$ cat src/rtl/rx_checksum.sv
// RX ones-complement checksum: frames pass through combinationally; one folded sum per frame
// reaches the result FIFO two edges after tlast. Input stalls when queued + in-flight results fill the FIFO.
module rx_checksum #(
  parameter int DATA_WIDTH          = 64,
  parameter int KEEP_WIDTH          = DATA_WIDTH / 8,
  parameter int START_OFFSET        = 14,
  parameter int CHECKSUM_FIFO_DEPTH = 4
) (
  input  logic                  clk,
  input  logic                  rst,
  input  logic [DATA_WIDTH-1:0] s_axis_tdata,
  input  logic [KEEP_WIDTH-1:0] s_axis_tkeep,
  input  logic                  s_axis_tvalid,
  output logic                  s_axis_tready,
  input  logic                  s_axis_tlast,
  output logic [DATA_WIDTH-1:0] m_axis_tdata,
  output logic [KEEP_WIDTH-1:0] m_axis_tkeep,
  output logic                  m_axis_tvalid,
  input  logic                  m_axis_tready,
  output logic                  m_axis_tlast,
  output logic [15:0]           m_axis_csum,
  output logic                  m_axis_csum_valid,
  input  logic                  m_axis_csum_ready
);

  localparam int NW   = DATA_WIDTH / 16;
  localparam int SW   = 16 + ((NW > 1) ? $clog2(NW) : 0);
  localparam int SAT  = (START_OFFSET + KEEP_WIDTH - 1) / KEEP_WIDTH;
  localparam int BCW  = (SAT < 1) ? 1 : $clog2(SAT + 1);
  localparam int PW   = (CHECKSUM_FIFO_DEPTH > 1) ? $clog2(CHECKSUM_FIFO_DEPTH) : 1;
  localparam int CNTW = $clog2(CHECKSUM_FIFO_DEPTH + 1);

  logic            stall, accept, push, pop;
  logic [BCW-1:0]  beat_cnt_q, beat_cnt_d;
  logic [SW-1:0]   beat_sum, s1_sum_q;
  logic            s1_vld_q, s1_last_q;
  logic [15:0]     acc_q, acc_d, res;
  logic [1:0]      inflight_q, inflight_d;
  logic [15:0]     mem_q [CHECKSUM_FIFO_DEPTH];
  logic [PW-1:0]   wr_ptr_q, rd_ptr_q;
  logic [CNTW-1:0] cnt_q;

  function automatic logic [15:0] fold16(input logic [31:0] x);
    logic [31:0] t;
    t = x;
    for (int k = 0; k < 3; k++) t = {16'h0, t[15:0]} + {16'h0, t[31:16]};
    return t[15:0];
  endfunction

  function automatic logic [PW-1:0] ptr_inc(input logic [PW-1:0] p);
    return (p == PW'(CHECKSUM_FIFO_DEPTH - 1)) ? '0 : p + PW'(1);
  endfunction

  // Results already queued plus those still in the pipeline reserve FIFO slots.
  assign stall         = (32'(cnt_q) + 32'(inflight_q)) >= 32'(CHECKSUM_FIFO_DEPTH);
  assign s_axis_tready = m_axis_tready & ~stall & ~rst;
  assign m_axis_tvalid = s_axis_tvalid & ~stall;
  assign m_axis_tdata  = s_axis_tdata;
  assign m_axis_tkeep  = s_axis_tkeep;
  assign m_axis_tlast  = s_axis_tlast;

  assign accept            = s_axis_tvalid & s_axis_tready;
  assign push              = s1_vld_q & s1_last_q;
  assign m_axis_csum_valid = (cnt_q != '0);
  assign pop               = m_axis_csum_valid & m_axis_csum_ready;
  assign m_axis_csum       = m_axis_csum_valid ? mem_q[rd_ptr_q] : 16'h0;

  always_comb begin
    logic [31:0] base;
    logic [7:0]  hi, lo;
    beat_sum = '0;
    hi       = 8'h00;
    lo       = 8'h00;
    base     = 32'(beat_cnt_q) * 32'(KEEP_WIDTH);
    for (int k = 0; k < NW; k++) begin
      hi = (s_axis_tkeep[2*k] && ((base + 32'(2*k)) >= 32'(START_OFFSET)))
           ? s_axis_tdata[16*k +: 8] : 8'h00;
      lo = (s_axis_tkeep[2*k+1] && ((base + 32'(2*k+1)) >= 32'(START_OFFSET)))
           ? s_axis_tdata[16*k+8 +: 8] : 8'h00;
      beat_sum = beat_sum + SW'({hi, lo});
    end
  end

  always_comb begin
    res        = fold16(32'(acc_q) + 32'(s1_sum_q));
    acc_d      = acc_q;
    beat_cnt_d = beat_cnt_q;
    if (s1_vld_q) acc_d = s1_last_q ? 16'h0 : res;
    if (accept) begin
      if (s_axis_tlast)                beat_cnt_d = '0;
      else if (beat_cnt_q < BCW'(SAT)) beat_cnt_d = beat_cnt_q + BCW'(1);
    end
    inflight_d = inflight_q + 2'(accept & s_axis_tlast) - 2'(push);
  end

  always_ff @(posedge clk or posedge rst) begin
    if (rst) begin
      beat_cnt_q <= '0;
      s1_sum_q   <= '0;
      s1_vld_q   <= 1'b0;
      s1_last_q  <= 1'b0;
      acc_q      <= 16'h0;
      inflight_q <= 2'd0;
    end else begin
      beat_cnt_q <= beat_cnt_d;
      s1_sum_q   <= beat_sum;
      s1_vld_q   <= accept;
      s1_last_q  <= accept & s_axis_tlast;
      acc_q      <= acc_d;
      inflight_q <= inflight_d;
    end
  end

  always_ff @(posedge clk or posedge rst) begin
    if (rst) begin
      for (int i = 0; i < CHECKSUM_FIFO_DEPTH; i++) mem_q[i] <= 16'h0;
      wr_ptr_q <= '0;
      rd_ptr_q <= '0;
      cnt_q    <= '0;
    end else begin
      if (push) begin
        mem_q[wr_ptr_q] <= res;
        wr_ptr_q        <= ptr_inc(wr_ptr_q);
      end
      if (pop) rd_ptr_q <= ptr_inc(rd_ptr_q);
      cnt_q <= cnt_q + CNTW'(push) - CNTW'(pop);
    end
  end

endmodule

$ cat config.mk
export PLATFORM = sky130hd
export DESIGN_NAME = rx_checksum
export DESIGN_NICKNAME = d
export VERILOG_FILES = /design/src/rtl/rx_checksum.sv
export SDC_FILE = /design/constraint.sdc
export NUM_CORES = 1
export LEC_CHECK = 0
export ABC_AREA = 1
export CAP_MARGIN = 20
export CELL_PAD_IN_SITES_DETAIL_PLACEMENT = 0
export CELL_PAD_IN_SITES_GLOBAL_PLACEMENT = 1
export CORE_ASPECT_RATIO = 1.2
export CORE_MARGIN = 2
export CORE_UTILIZATION = 39
export CTS_CLUSTER_SIZE = 14
export DETAILED_ROUTE_END_ITERATION = 10
export PLACE_DENSITY_LB_ADDON = 0.3
export SLEW_MARGIN = 40
export SYNTH_ARGS = -nofsm -noshare
export SYNTH_HDL_FRONTEND = slang
export SYNTH_SLANG_ARGS = --single-unit
$ cat constraint.sdc
create_clock -name clk -period 7.3 [get_ports clk]
set_input_delay 1.46 -clock clk [delete_from_list [all_inputs] [get_ports clk]]
set_output_delay 1.46 -clock clk [all_outputs]
set_load 0.01 [all_outputs]
### Yosys cells after proc, flatten, opt, wreduce, memory -nomap -nowiden

Index checks and enable logic that the tools add are counted.

* register bits: 111
* logic and storage cells: 94
* output and inout port bits: 92

* bitwise gates (word level): 12
* eq/ne operators: 2
* $add $sub $neg: 22
* mux-type cells: 20
* $lt $le $gt $ge: 13
* reductions and logical operators: 12

Operators with widths (number)
* 2-to-1 mux 16 bit: 5
* bitwise mux 64 bit: 1
* 2-to-1 mux 8 bit: 8
* greater-or-equal comparator 6 x 4 -> 1 bit, second input constant: 7
* binary-select mux 16 bit (select 2 bit): 1
* demux 16 bit (select 2 bit): 1
* adder 5 x 3 -> 6 bit, second input constant: 4
* adder 16 x 18 -> 19 bit: 1
* adder 17 x 16 -> 18 bit: 1
* adder 18 x 16 -> 18 bit: 1
* adder 16 x 1 -> 17 bit: 1
* adder 16 x 16 -> 17 bit: 1
* adder 16 x 3 -> 17 bit: 1
* adder 16 x 1 -> 16 bit: 1
* adder 5 x 2 -> 6 bit, second input constant: 2
* logical AND 1 bit: 9
* AND 1 bit: 8
* 2-to-1 mux 2 bit: 4
* adder 2 x 1 -> 2 bit, second input constant: 3
* adder 5 x 1 -> 6 bit, second input constant: 1
* greater-or-equal comparator 3 bit, second input constant: 2
* NOT 2 -> 3 bit: 2
* greater-or-equal comparator 5 x 4 -> 1 bit, second input constant: 1
* adder 3 x 2 -> 4 bit: 1
* other kinds (12): 14

### Logic depth before layout (Yosys ltp)

* depth in word-level cells: 9
* depth in mapped cells: 54
* depth with buffers taken out: 53

### Worst setup path before layout

No wires, ideal clock.

* path kind: register to register
* from: reg acc_q[0]
* to: reg mem_q[15] (netlist name)
* buffers on the path: 0
* slack: 1332 ps
* data required time: 7182 ps
* arrival time: 5851 ps
* stages on the path, launching flop included: 53
* clock period less this slack: 5968 ps
* cell sequence: dfrtp_1 > ha_1 > inv_1 > fa_1 > inv_1 > nand2_1 > nand2_1 > nand3_2 > nand2_2 > nand3_1 > nand2_1 > nand3_1 > nand2_1 > xor2_1 > ha_1 > fa_1 > nand2_1 > nand2_1 > (+17 left out) > nand3_1 > nor2_1 > nand3_1 > nor2_1 > ha_1 > nand2_1 > nor2_1 > nand3_1 > nor2_1 > nand2_1 > nor2_2 > nand3_2 > nor2_4 > nand2_2 > nor2_1 > nand3_2 > nand3_1 > nand2_1

* cells in the longest elaborated chain, start to end: 5

Ends and longest elaborated chain
* from (decl): RTL line 37 `logic [15:0] acc_q, acc_d, res;`
* from (signal assigned): RTL line 102 `acc_q <= 16'h0;`
* from (signal assigned): RTL line 109 `acc_q <= acc_d;`
* adder 16 x 18 -> 19 bit: RTL line 85 `res = fold16(32'(acc_q) + 32'(s1_sum_q));`
* adder 16 x 3 -> 17 bit: RTL line 46 `for (int k = 0; k < 3; k++) t = {16'h0, t[15:0]} + {16'h0, t[31:16]};`
* adder 16 x 1 -> 17 bit: RTL line 46
* adder 16 x 1 -> 16 bit: RTL line 46
* bitwise mux 64 bit: RTL line 122 `mem_q[wr_ptr_q] <= res;`
* to (signal, indexed assignment): RTL line 122
* to (decl): RTL line 39 `logic [15:0] mem_q [CHECKSUM_FIFO_DEPTH];`

Every way passes these cells.
A chain may end at the register's enable or synchronous reset.

### Final worst setup path

* from: reg acc_q[0]
* to: reg mem_q[63] (netlist name)

The elaborated chain is that of the path after synthesis.

==> results by stage <==
Detailed routing:
- The total wirelength of the detailed-routed design is 25100 µm.
- The iteration count of the initial detailed-routing pass is 5.
- The routed layout has 8208 vias.
- The detail-routed net length per standard cell is 14.8 µm.
- For this block, the initial DRC count from the detailed router was around 470.
- For this run, design rule violations remaining after detail routing come to 0.
- The vias per cell is 4.82.
- In this run the remaining antenna-violating nets after routing total 0.

Logic synthesis:
- The most repeated cell in the gate-level netlist after synthesis is sky130_fd_sc_hd__nand2_1.
- The post-synthesis cell type with the largest combined area is sky130_fd_sc_hd__dfrtp_1.
- The post-synthesis cell type count is 36.
- The share of the Yosys chip area taken by registers is 0.300.
- Of the post-synthesis cell area, the dominant cell type holds 0.300.
- The share of async-settable or async-resettable flops after synthesis is 1.00.
- In the post-synthesis netlist, the biggest area contributors are sky130_fd_sc_hd__dfrtp_1 (30%), sky130_fd_sc_hd__nand2_1 (14%), sky130_fd_sc_hd__fa_1 (7.6%).
- In the synthesized netlist the dominant register cell turns out to be sky130_fd_sc_hd__dfrtp_1.
- Synthesis handed over a netlist of 1291 instances.
- The count of warnings emitted by yosys is 0.
- The synthesized design contains between 100 and 150 register bits.
- By count the netlist is led by sky130_fd_sc_hd__nand2_1 (342), sky130_fd_sc_hd__inv_1 (171), sky130_fd_sc_hd__nor2_1 (131), sky130_fd_sc_hd__dfrtp_1 (111), sky130_fd_sc_hd__o21ai_0 (90).
- Counting every net in the synthesized netlist gives 1455.
- The cell area after technology mapping is 9270 µm².
- A synthesized cell averages between 7 and 8 µm².
- Counting flops with a built-in enable in the synthesized netlist gives 0.

Die:
- The floorplan row count is 61.
- The die span in x is 145 µm.
- The initial utilization of the core area, before any placement, comes to 0.398.
- The total core area is 23300 µm².
- The die footprint is 25000 µm².
- In this run the vertical extent of the chip is 173 µm.
- The number of primary I/O pins is 170.

Clock network:
- Clock-pin slew was measured on the worst setup and hold paths at 0.08 ns.
- For the worst-skew pair, the clock arrives at the later sink with an insertion delay of 0.36 ns.
- The clock buffer count from CTS is 9.
- The maximum level of the CTS H-tree is 3.
- In this run the deepest clock path goes through 2 buffers.
- The cell at the root of the clock tree is sky130_fd_sc_hd__clkbuf_16.
- The number of clock sinks is 111.
- The count of hold buffers inserted by post-cts repair is 0.
- The clock tree from TritonCTS is built.

STA:
- The clock skew after layout is 0.0138 ns.
- The final critical delay including setup and external delays is 6.65 ns.
- The period utilization is 0.912.
- The slew at the pin closest to its max-slew limit is between 0.7 and 0.8 ns.
- The final worst setup slack is 0.645 ns.
- Setup violations remaining at the end of the flow were counted as 0.
- The top achievable clock speed is 150 MHz.
- The number of max-slew violations in the final report came to 0.
- The final-report hold violation count is 0.
- The normalized max-slew margin is 0.477.

Place:
- The number of placed instances with taps included is roughly 1.7k.
- The total half-perimeter wirelength after legalization and detailed placement is 19900 µm.
- Timing analysis after detailed placement gives a worst setup slack of about 0.44 ns.
- The final weighted congestion in routability-driven placement is 0.851.
- The port buffer count is 169.

Min path:
- The worst hold path class is flip-flop to flip-flop.

Finish:
- Leaving out filler cells and counting taps, the final layout contains 1703.
- The area occupied by registers is approximately 2800 µm².
- The layout cell share with drive strength beyond 1 is 0.0929.
- The number of nets in the layout is roughly 1.5k.
- The total inserted antenna cells is 0.
- Fill cells in the final layout number 2298.
- The area growth from synthesis to layout is 21.8%.
- Summing all multi-input logic gate instances after layout gives 5350 µm².

Worst setup path:
- The setup slack of the most critical reg-to-reg path is 0.65 ns.
- The number of buffers and inverters on the critical path is 4.
- The critical path arrival is 6.91 ns.
- In this run the worst path has a maximum fanout of 5.
- The kind of end point of the critical path is a flip-flop.
- The required time of the critical path is 7.55 ns.
- On the critical path, the stage with the largest delay is an instance of sky130_fd_sc_hd__dfrtp_1.
- The dominant delay contributor by cell family on the critical path is simple AND/OR/NAND/NOR gates.
- The worst setup path is launched from a flip-flop.
- The most frequent cell on the critical path is sky130_fd_sc_hd__nand2_1.
- For this run, the slowest stage of the critical path takes 0.39 ns.
- The path type of the worst setup path is flip-flop to flip-flop.

Global route:
- The number of antenna violations at the first check in global routing is 0.
- The wire length of the first global-routing pass is 40800 µm.
- Global routing finished with a remaining overflow of 0.
- For this run, the total global-route usage over all layers was measured as 0.205.
- The maximum number of pins on one net before global-route repair is 65.
- The via count of the first global-routing pass was 8163.

Pwr:
- The worst-case IR drop observed on VDD is between 0.15 and 0.2 mV.
- The total power per unit cell area is between 400 and 500 nW/µm².
- The leakage power is 5.64 nW.

Outcome:
- The flow ran to the end, and the final reports show no timing, DRC or antenna violations.

Job:
- The number of max-cap violations is 0.
-- worst min-delay path: cells and delay by family, from the launching register on --
kind	cells	cell delay, ns
and+or+nand+nor	2	0.10
DFF	1	0.35
-- metrics by stage --
stage / total power (W) / cell area, µm² / setup TNS [ns] / util / hold WS [ns]
2_1_floorplan: 0.00335 / 9270 / 0 / - / 0.444
3_3_place_gp: 0.00440 / 10700 / 0 / 0.461 / 0.460
3_5_place_dp: 0.00442 / 10700 / 0 / 0.462 / 0.461
4_1_cts: 0.00494 / 11100 / 0 / 0.475 / 0.484
5_1_grt: 0.00555 / 11300 / -0.0811 / 0.485 / 0.500
6_report: 0.00504 / 11300 / 0 / 0.485 / 0.479
-- layer usage --
layer  part of all wire  routed length, µm  global-route usage  vias up
met1               0.45              11400               0.271     3806
met3              0.035                874              0.0260       27
met2               0.49              12400               0.354      208
met4              0.018                454              0.0481        0
li1                   -                  -                   -     4167
met5                  0                  0                   0        -
-- where the power goes --
| group | switching [W] | internal, W | leakage (nW) |
|---|---|---|---|
| Sequential | 0.000142 | 0.000755 | 1.48 |
| Combinational | 0.00242 | 0.00122 | 4.01 |
| Clock | 0.000262 | 0.000247 | 0.149 |
| Total | 0.00282 | 0.00222 | 5.64 |
-- final timing paths --
| kind | start | to | cells past startpoint |
|---|---|---|---|
| worst min-delay path | mem_q[45] | mem_q[45] | 2 |
| min in group asynchronous | rst | inflight_q[0] | 2 |
| worst max-delay path | acc_q[0] | mem_q[63] | 52 |
| worst min register to register | mem_q[45] | mem_q[45] | 2 |
| worst max register to register | acc_q[0] | mem_q[63] | 52 |
| max in group asynchronous | rst | rd_ptr_q[1] | 3 |
-- registers in the layout, indices dropped and copies added (netlist names) --
| register | count |
|---|---|
| wr_ptr_q | 2 |
| rd_ptr_q | 2 |
| mem_q | 64 |
| cnt_q | 3 |
| acc_q | 16 |
| inflight_q | 2 |
| s1_last_q | 1 |
| beat_cnt_q | 2 |
| s1_sum_q | 18 |
| s1_vld_q | 1 |
-- layout by cell type (no fill, tap or decap), types with 3 or more instances in the layout --
cell / netlist / routed
sky130_fd_sc_hd__a21oi_1: 45 / 44
sky130_fd_sc_hd__clkdlybuf4s50_1: 0 / 169
sky130_fd_sc_hd__ha_4: 0 / 6
sky130_fd_sc_hd__buf_4: 74 / 9
sky130_fd_sc_hd__nor2_1: 131 / 127
sky130_fd_sc_hd__clkbuf_16: 0 / 9
sky130_fd_sc_hd__inv_2: 9 / 11
sky130_fd_sc_hd__nand3_1: 76 / 71
sky130_fd_sc_hd__clkinv_8: 0 / 4
sky130_fd_sc_hd__dfrtp_1: 111 / 110
sky130_fd_sc_hd__ha_1: 51 / 41
sky130_fd_sc_hd__nand4_1: 11 / 11
sky130_fd_sc_hd__fa_1: 35 / 33
sky130_fd_sc_hd__nand3_2: 11 / 16
sky130_fd_sc_hd__o21bai_1: 3 / 3
sky130_fd_sc_hd__nand2_2: 24 / 31
sky130_fd_sc_hd__o21ai_2: 3 / 3
sky130_fd_sc_hd__o211ai_1: 4 / 4
sky130_fd_sc_hd__nand2_1: 342 / 335
sky130_fd_sc_hd__inv_1: 171 / 168
sky130_fd_sc_hd__nor2_2: 10 / 13
sky130_fd_sc_hd__o21ai_1: 14 / 14
sky130_fd_sc_hd__xor2_1: 17 / 16
sky130_fd_sc_hd__nand3b_1: 3 / 3
sky130_fd_sc_hd__nor2_4: 5 / 6
sky130_fd_sc_hd__xnor2_1: 10 / 10
sky130_fd_sc_hd__o21ai_0: 90 / 90
sky130_fd_sc_hd__ha_2: 0 / 4
-- cells by family (layout without fill, tap and decap cells) --
group,Yosys count,in the layout,synth area share
AND/OR/NAND/NOR,623,623,0.293
buffers and inverters,280,377,0.143
AO/OA/AOI/OAI,163,163,0.0922
flip-flops,111,111,0.300
adder cells (fa/ha/maj),86,86,0.144
XOR/XNOR,28,28,0.0273
-- timing repair --
action | in CTS | in global routing
setup buffers | 0 | 7
endpoints found under the hold margin | 0 | 0
endpoints found under the setup margin | 0 | 50
gates resized for setup | 0 | 37
-- area by class of cell --
type / instances / area share
clock inverters: 7 / 0.00820
clock buffers: 9 / 0.0199
flip-flops and latches: 111 / 0.246
well taps: 315 / 0.0349
multi-input cells: 900 / 0.473
inverters: 182 / 0.0607
repair buffers: 179 / 0.157
(Power assumes the default switching activity.)
